File: config.mk
export PLATFORM = sky130hd
export DESIGN_NAME = imem_program_writer_flat
export DESIGN_NICKNAME = d
export VERILOG_FILES = /design/src/rtl/riscv_pkg.sv /design/src/rtl/imem_program_writer_if.sv /design/src/rtl/imem_program_writer_encoder.sv /design/src/rtl/imem_program_writer.sv /design/src/flat_wrapper.sv
export SDC_FILE = /design/constraint.sdc
export NUM_CORES = 1
export LEC_CHECK = 0
export ABC_AREA = 1
export BUFFER_PORTS_ARGS = -buffer_cell sky130_fd_sc_hd__buf_2
export CORE_AREA = 3 3 96 98
export CTS_BUF_LIST = sky130_fd_sc_hd__clkbuf_2
export DETAILED_ROUTE_END_ITERATION = 12
export DIE_AREA = 0 0 99 101
export PLACE_DENSITY = 0.67
export SLEW_MARGIN = 25
export SYNTH_ARGS = -nofsm -noshare
export SYNTH_HDL_FRONTEND = slang
export SYNTH_SLANG_ARGS = --single-unit
export TNS_END_PERCENT = 100
File: constraint.sdc
create_clock -name clk -period 1.34 [get_ports clk]
set_input_delay 0.134 -clock clk [delete_from_list [all_inputs] [get_ports clk]]
set_output_delay 0.134 -clock clk [all_outputs]
set_load 0.01 [all_outputs]
File: src/rtl/riscv_pkg.sv
// RV32I opcode/funct constants and request-op encoding shared by
// the program writer and the core control decoder.
package riscv_pkg;

    localparam logic [6:0] OP_LOAD   = 7'b0000011;
    localparam logic [6:0] OP_STORE  = 7'b0100011;
    localparam logic [6:0] OP_BRANCH = 7'b1100011;
    localparam logic [6:0] OP_RTYPE  = 7'b0110011;
    localparam logic [6:0] OP_IMM    = 7'b0010011;

    localparam logic [2:0] F3_ADD_SUB = 3'b000;
    localparam logic [2:0] F3_AND     = 3'b111;
    localparam logic [2:0] F3_OR      = 3'b110;
    localparam logic [2:0] F3_LW      = 3'b010;
    localparam logic [2:0] F3_SW      = 3'b010;
    localparam logic [2:0] F3_BEQ     = 3'b000;
    localparam logic [2:0] F3_ADDI    = 3'b000;

    localparam logic [6:0] F7_BASE = 7'b0000000;
    localparam logic [6:0] F7_SUB  = 7'b0100000;

    typedef enum logic [2:0] {
        REQ_LW   = 3'd0,
        REQ_SW   = 3'd1,
        REQ_BEQ  = 3'd2,
        REQ_ADD  = 3'd3,
        REQ_SUB  = 3'd4,
        REQ_AND  = 3'd5,
        REQ_OR   = 3'd6,
        REQ_ADDI = 3'd7
    } req_op_e;

    typedef enum logic [2:0] {
        S_IDLE,
        S_ENC,
        S_WRITE,
        S_ERR,
        S_FULL
    } wr_state_e;

    // 13-bit request immediate must sign-extend cleanly from bit 11
    function automatic logic imm_fits12(input logic [12:0] imm);
        return imm[12] == imm[11];
    endfunction

endpackage

File: src/rtl/imem_program_writer_if.sv
// Request handshake and instruction-memory write bus of the
// program writer; master issues requests, slave encodes and writes.
interface imem_program_writer_if #(
    parameter int ADDR_W = 8
) ();

    logic              req_valid;
    logic              req_ready;
    logic [2:0]        req_op;
    logic [4:0]        req_rd;
    logic [4:0]        req_rs1;
    logic [4:0]        req_rs2;
    logic [12:0]       req_imm;
    logic              imem_we;
    logic [ADDR_W-1:0] imem_addr;
    logic [31:0]       imem_wdata;

    modport master (
        output req_valid, req_op, req_rd, req_rs1, req_rs2, req_imm,
        input  req_ready, imem_we, imem_addr, imem_wdata
    );

    modport slave (
        input  req_valid, req_op, req_rd, req_rs1, req_rs2, req_imm,
        output req_ready, imem_we, imem_addr, imem_wdata
    );

endinterface

File: src/rtl/imem_program_writer_encoder.sv
// Combinational RV32I encoder for the supported subset; flags
// immediates that cannot be represented in the target format.
module instr_encoder
    import riscv_pkg::*;
(
    input  logic [2:0]  op_i,
    input  logic [4:0]  rd_i,
    input  logic [4:0]  rs1_i,
    input  logic [4:0]  rs2_i,
    input  logic [12:0] imm_i,
    output logic [31:0] word_o,
    output logic        valid_o
);

    always_comb begin
        word_o  = '0;
        valid_o = 1'b0;
        case (req_op_e'(op_i))
            REQ_LW: begin
                word_o  = {imm_i[11:0], rs1_i, F3_LW, rd_i, OP_LOAD};
                valid_o = imm_fits12(imm_i);
            end
            REQ_SW: begin
                word_o  = {imm_i[11:5], rs2_i, rs1_i, F3_SW,
                           imm_i[4:0], OP_STORE};
                valid_o = imm_fits12(imm_i);
            end
            REQ_BEQ: begin
                word_o  = {imm_i[12], imm_i[10:5], rs2_i, rs1_i, F3_BEQ,
                           imm_i[4:1], imm_i[11], OP_BRANCH};
                valid_o = ~imm_i[0];
            end
            REQ_ADD: begin
                word_o  = {F7_BASE, rs2_i, rs1_i, F3_ADD_SUB, rd_i, OP_RTYPE};
                valid_o = 1'b1;
            end
            REQ_SUB: begin
                word_o  = {F7_SUB, rs2_i, rs1_i, F3_ADD_SUB, rd_i, OP_RTYPE};
                valid_o = 1'b1;
            end
            REQ_AND: begin
                word_o  = {F7_BASE, rs2_i, rs1_i, F3_AND, rd_i, OP_RTYPE};
                valid_o = 1'b1;
            end
            REQ_OR: begin
                word_o  = {F7_BASE, rs2_i, rs1_i, F3_OR, rd_i, OP_RTYPE};
                valid_o = 1'b1;
            end
            REQ_ADDI: begin
                word_o  = {imm_i[11:0], rs1_i, F3_ADDI, rd_i, OP_IMM};
                valid_o = imm_fits12(imm_i);
            end
            default: begin
                word_o  = '0;
                valid_o = 1'b0;
            end
        endcase
    end

endmodule

File: src/rtl/imem_program_writer.sv
// Accepts symbolic instruction requests, encodes them and writes the
// words to consecutive instruction-memory addresses until full.
module imem_program_writer
    import riscv_pkg::*;
#(
    parameter int ADDR_W = 8,
    parameter int DEPTH  = 256
) (
    input  logic                 clk,
    input  logic                 reset,
    input  logic                 clear,
    imem_program_writer_if.slave bus,
    output logic                 full,
    output logic                 err,
    output logic [ADDR_W:0]      wr_count
);

    localparam logic [ADDR_W:0] DEPTH_W = DEPTH[ADDR_W:0];

    wr_state_e       state_q, state_d;
    logic [ADDR_W:0] cnt_q, cnt_d;
    logic [2:0]      op_q, op_d;
    logic [4:0]      rd_q, rd_d;
    logic [4:0]      rs1_q, rs1_d;
    logic [4:0]      rs2_q, rs2_d;
    logic [12:0]     imm_q, imm_d;
    logic [31:0]     word_q, word_d;
    logic [31:0]     enc_word;
    logic            enc_valid;

    instr_encoder u_enc (
        .op_i    (op_q),
        .rd_i    (rd_q),
        .rs1_i   (rs1_q),
        .rs2_i   (rs2_q),
        .imm_i   (imm_q),
        .word_o  (enc_word),
        .valid_o (enc_valid)
    );

    always_ff @(posedge clk) begin
        if (reset) begin
            state_q <= S_IDLE;
            cnt_q   <= '0;
            op_q    <= '0;
            rd_q    <= '0;
            rs1_q   <= '0;
            rs2_q   <= '0;
            imm_q   <= '0;
            word_q  <= '0;
        end else begin
            state_q <= state_d;
            cnt_q   <= cnt_d;
            op_q    <= op_d;
            rd_q    <= rd_d;
            rs1_q   <= rs1_d;
            rs2_q   <= rs2_d;
            imm_q   <= imm_d;
            word_q  <= word_d;
        end
    end

    always_comb begin
        state_d        = state_q;
        cnt_d          = cnt_q;
        op_d           = op_q;
        rd_d           = rd_q;
        rs1_d          = rs1_q;
        rs2_d          = rs2_q;
        imm_d          = imm_q;
        word_d         = word_q;
        bus.req_ready  = 1'b0;
        bus.imem_we    = 1'b0;
        bus.imem_addr  = '0;
        bus.imem_wdata = '0;
        err            = 1'b0;
        full           = 1'b0;
        // clear wins over everything and also kills a write in flight
        if (clear) begin
            state_d = S_IDLE;
            cnt_d   = '0;
        end else begin
            case (state_q)
                S_IDLE: begin
                    bus.req_ready = 1'b1;
                    if (bus.req_valid) begin
                        op_d    = bus.req_op;
                        rd_d    = bus.req_rd;
                        rs1_d   = bus.req_rs1;
                        rs2_d   = bus.req_rs2;
                        imm_d   = bus.req_imm;
                        state_d = S_ENC;
                    end
                end
                S_ENC: begin
                    word_d  = enc_word;
                    state_d = enc_valid ? S_WRITE : S_ERR;
                end
                S_WRITE: begin
                    bus.imem_we    = 1'b1;
                    bus.imem_addr  = cnt_q[ADDR_W-1:0];
                    bus.imem_wdata = word_q;
                    cnt_d          = cnt_q + 1'b1;
                    state_d        = (cnt_d == DEPTH_W) ? S_FULL : S_IDLE;
                end
                S_ERR: begin
                    err     = 1'b1;
                    state_d = S_IDLE;
                end
                S_FULL: begin
                    full = 1'b1;
                end
                default: begin
                    state_d = S_IDLE;
                end
            endcase
        end
    end

    assign wr_count = cnt_q;

endmodule

File: src/flat_wrapper.sv
// flat-port wrapper written by rule: the top's interface ports become plain ports
module imem_program_writer_flat import riscv_pkg::*;
#(
    parameter int ADDR_W = 8,
    parameter int DEPTH  = 256
)
  (clk, reset, clear, full, err, wr_count, bus_req_valid, bus_req_op, bus_req_rd, bus_req_rs1, bus_req_rs2, bus_req_imm, bus_req_ready, bus_imem_we, bus_imem_addr, bus_imem_wdata);
  imem_program_writer_if #(.ADDR_W(ADDR_W)) bus_i ();
  input  logic clk;
  input  logic reset;
  input  logic clear;
  output logic full;
  output logic err;
  output logic [ADDR_W:0] wr_count;
  input wire logic [$bits(bus_i.req_valid)-1:0] bus_req_valid;
  input wire logic [$bits(bus_i.req_op)-1:0] bus_req_op;
  input wire logic [$bits(bus_i.req_rd)-1:0] bus_req_rd;
  input wire logic [$bits(bus_i.req_rs1)-1:0] bus_req_rs1;
  input wire logic [$bits(bus_i.req_rs2)-1:0] bus_req_rs2;
  input wire logic [$bits(bus_i.req_imm)-1:0] bus_req_imm;
  output wire logic [$bits(bus_i.req_ready)-1:0] bus_req_ready;
  output wire logic [$bits(bus_i.imem_we)-1:0] bus_imem_we;
  output wire logic [$bits(bus_i.imem_addr)-1:0] bus_imem_addr;
  output wire logic [$bits(bus_i.imem_wdata)-1:0] bus_imem_wdata;
  assign bus_i.req_valid = bus_req_valid;
  assign bus_i.req_op = bus_req_op;
  assign bus_i.req_rd = bus_req_rd;
  assign bus_i.req_rs1 = bus_req_rs1;
  assign bus_i.req_rs2 = bus_req_rs2;
  assign bus_i.req_imm = bus_req_imm;
  assign bus_req_ready = bus_i.req_ready;
  assign bus_imem_we = bus_i.imem_we;
  assign bus_imem_addr = bus_i.imem_addr;
  assign bus_imem_wdata = bus_i.imem_wdata;
  imem_program_writer #(.ADDR_W(ADDR_W), .DEPTH(DEPTH)) u_core (.clk(clk), .reset(reset), .clear(clear), .bus(bus_i), .full(full), .err(err), .wr_count(wr_count));
endmodule
==> impl_metrics.csv <==
group,metric,value,unit
pwr,clock_power_share,32.0,%
synthesis,avgSynthCellArea,7.15,um2
layout,mostFrequentLayoutCells,"buf_2, nand2_1, dfxtp_1",
cts,numCtsBuffers,9,
global_route,antenna_found_initial,0,
global_route,overflow,0,
cts,worstSkewPairLatency,0.54,ns
placement,place.gp.congestion,0.877,
synthesis,synth_seq_area_share,43.4,%
placement,placed_cells,657,
worst_setup_path,cp-start-kind,"register",
layout,final_nets,665,
synthesis,synth.largest_area_cell,"dfxtp_1",
pwr,internal-power,3280,uW
synthesis,synth_area,3320,um2
global_route,grt_pass1_vias,3734,
worst_setup_path,critPathKind,"reg2out",
pwr,cellPowerDensity,865,nW/um2
layout,drive_above_1_share,43.1,%
sta,slew_viol_final,0,
floorplanning,die_y,101,um
sta,rsz0062_at_grt,"true",
sta,whs,0.0143,ns
pwr,pwr-share-seq,49.4,%
floorplanning,ios,88,
layout,fillCellCount,680,
pwr,ir_drop,0.572,mV
pwr,p_sw_share,29.1,%
cts,clockRootBuffer,"clkbuf_2",
detailed_routing,via_count,3952,
floorplanning,core-area,8550,um2
detailed_routing,wl_per_cell,16.4,um
worst_setup_path,cp_data_arrival_time,1.88,ns
detailed_routing,ant_nets,0,
synthesis,synth.distinct_cells,35,
floorplanning,rows,34,
global_route,grt_util_all_layers,22.7,%
placement,dp_hpwl,6470,um
layout,layout.cells.non_filler,742,
sta,worst_slack,-0.670,ns
synthesis,ys_warn_count,0,
sta,fin_skew,0.0247,ns
sta,finalSetupViolCount,103,
detailed_routing,drc,0,
floorplanning,dieWidth,99,um
synthesis,synthDominantCellAreaShare,43.4,%
floorplanning,dieArea,10000,um2
synthesis,synth_seq_cells,72,
sta,final_hold_viol_count,0,
placement,numPortBuffers,85,
placement,dp_slack,-0.150,ns
synthesis,synth_cells,464,
floorplanning,start_util,38.8,%
outcome,status,"complete, but fails checks",
detailed_routing,drt_iter0_markers,323,
pwr,p_sw,1350,uW
run,cap_violations,0,
sta,fin_crit,2.01,ns
layout,stdcell_area,5350,um2
cts,cts_tree,"done",
layout,final_core_util,62.6,%
synthesis,synthTopCellsByArea,"dfxtp_1, nand2_1, a21oi_1",
global_route,grt_max_degree,37,
sta,timing.fmax,498,MHz
pwr,power_frac_comb,18.6,%
min_path,hold_path.class,"in2reg",
layout,area_growth,61.2,%
cts,clock_path_buffers,2,
detailed_routing,vias_per_cell,5.33,
worst_setup_path,end_kind,"primary output",
worst_setup_path,cp.required,1.21,ns
sta,finalCritPeriodShare,150,%
cts,htreeDepth,3,
cts,path_clk_slew,0.21,ns
layout,antennaDiodeCount,0,
global_route,grt_pass1_wl,18200,um
worst_setup_path,critPathMaxFanout,10,
layout,layout_commonest_cell,"buf_2",
detailed_routing,drt-total-wl,12200,um
pwr,p_leak,0.00231,uW
outcome,violations,"negative setup slack",
cts,cts.sinks,72,
detailed_routing,dr.pass1.iters,9,
placement,dpl_cell_area,3990,um2
[routing by layer]
| layer | part of all wire [%] | GRT usage [%] |
|---|---|---|
| met4 | 4.2 | 11.7 |
| met3 | 6.5 | 3.25 |
| met5 | 0 | 0 |
| met1 | 38 | 26.1 |
| met2 | 51 | 40.9 |
[state kept, by name (all words and copies together), names as in the netlist]
signal,count
u_core.rd_q,5
u_core.imm_q,13
u_core.wr_count,9
u_core.rs1_q,5
u_core.state_q,3
u_core.op_q,3
u_core.rs2_q,5
u_core.word_q,29
[power groups by stage]
stage / combinational, uW / sequential [uW] / clock, uW
3_3_place_gp: 441 / 2310 / 0
2_1_floorplan: 294 / 2310 / 0
4_1_cts: 754 / 2280 / 1480
6_report: 861 / 2290 / 1480
5_1_grt: 913 / 2290 / 1570
3_5_place_dp: 451 / 2320 / 0
[metrics by stage]
step / power (uW) / setup TNS (ns)
after floorplan: 2600 / -0.123
after global placement: 2760 / -1.13
after detailed placement: 2770 / -3.27
after CTS: 4510 / -34.42
after global routing: 4780 / -46.24
final: 4630 / -40.32
[final timing paths]
kind / depth (start not counted) / to / slack (ns) / start
min reg2reg: 2 / u_core.rs1_q[4] / 0.48 / u_core.rs1_q[4]
max reg2reg: 8 / u_core.imm_q[4] / -0.41 / u_core.state_q[1]
min: 3 / u_core.state_q[0] / 0.01 / bus_req_valid
max: 6 / bus_imem_wdata[25] / -0.67 / u_core.state_q[0]
[cell families (layout without fill, tap and decap cells)]
group | count (synthesis) | in the layout | synth area share (%)
AO/OA/AOI/OAI | 111 | 111 | 19.8
XOR/XNOR | 2 | 2 | 0.528
adder cells (fa/ha/maj) | 1 | 1 | 0.377
buffers and inverters | 83 | 252 | 10.8
flip-flops | 72 | 72 | 43.4
other | 1 | 2 | 0.113
AND/OR/NAND/NOR | 194 | 194 | 25.0
[cells in the mapped netlist]
library cell and n:
inv_1 40, xor2_1 2, o2111ai_1 1, a21oi_1 59, o21ai_1 23, o221ai_1 1
conb_1 1, a22oi_2 5, a221oi_2 1, nand3_1 37, nor2_2 3, nand3_2 1
ha_1 1, buf_2 11, nand4_1 2, o22ai_1 1, buf_4 9, nor2_1 56
dfxtp_1 72, a31oi_1 4, o21bai_1 1, o21ai_0 3, inv_2 10, nor4_4 1
nor3_1 1, buf_1 1, nand2_1 90, a211oi_2 1, nor3b_1 1, clkbuf_1 10
clkinv_1 2, nor2_4 1, o211ai_1 10, a21oi_2 1, nor3_2 1
[worst max-delay path: stages (launching register included)]
cell and delay [ns]:
dfxtp_2 0.37, buf_6 0.11, nor3_4 0.23, buf_4 0.23
nand2_1 0.10, nor2_1 0.14, buf_2 0.17
[layout make-up]
type	count	area, um2	area share [%]
Clock inverter	6	93.8	1.75
Multi-Input combinational cell	310	1820	34.0
Inverter	52	209	3.91
Timing Repair Buffer	184	1590	29.7
Tap cell	108	135	2.53
Sequential cell	72	1460	27.2
Clock buffer	10	50.0	0.935
[what timing repair did]
item | in CTS | in global routing
setup buffers | 14 | 16
setup endpoints to repair | 88 | 110
resized for setup | 72 | 56
hold buffers | 32 | 0
hold endpoints to repair | 33 | 0
cloned | 9 | 1
pin swaps | 19 | 10
Power figures use the tool's default switching activity.
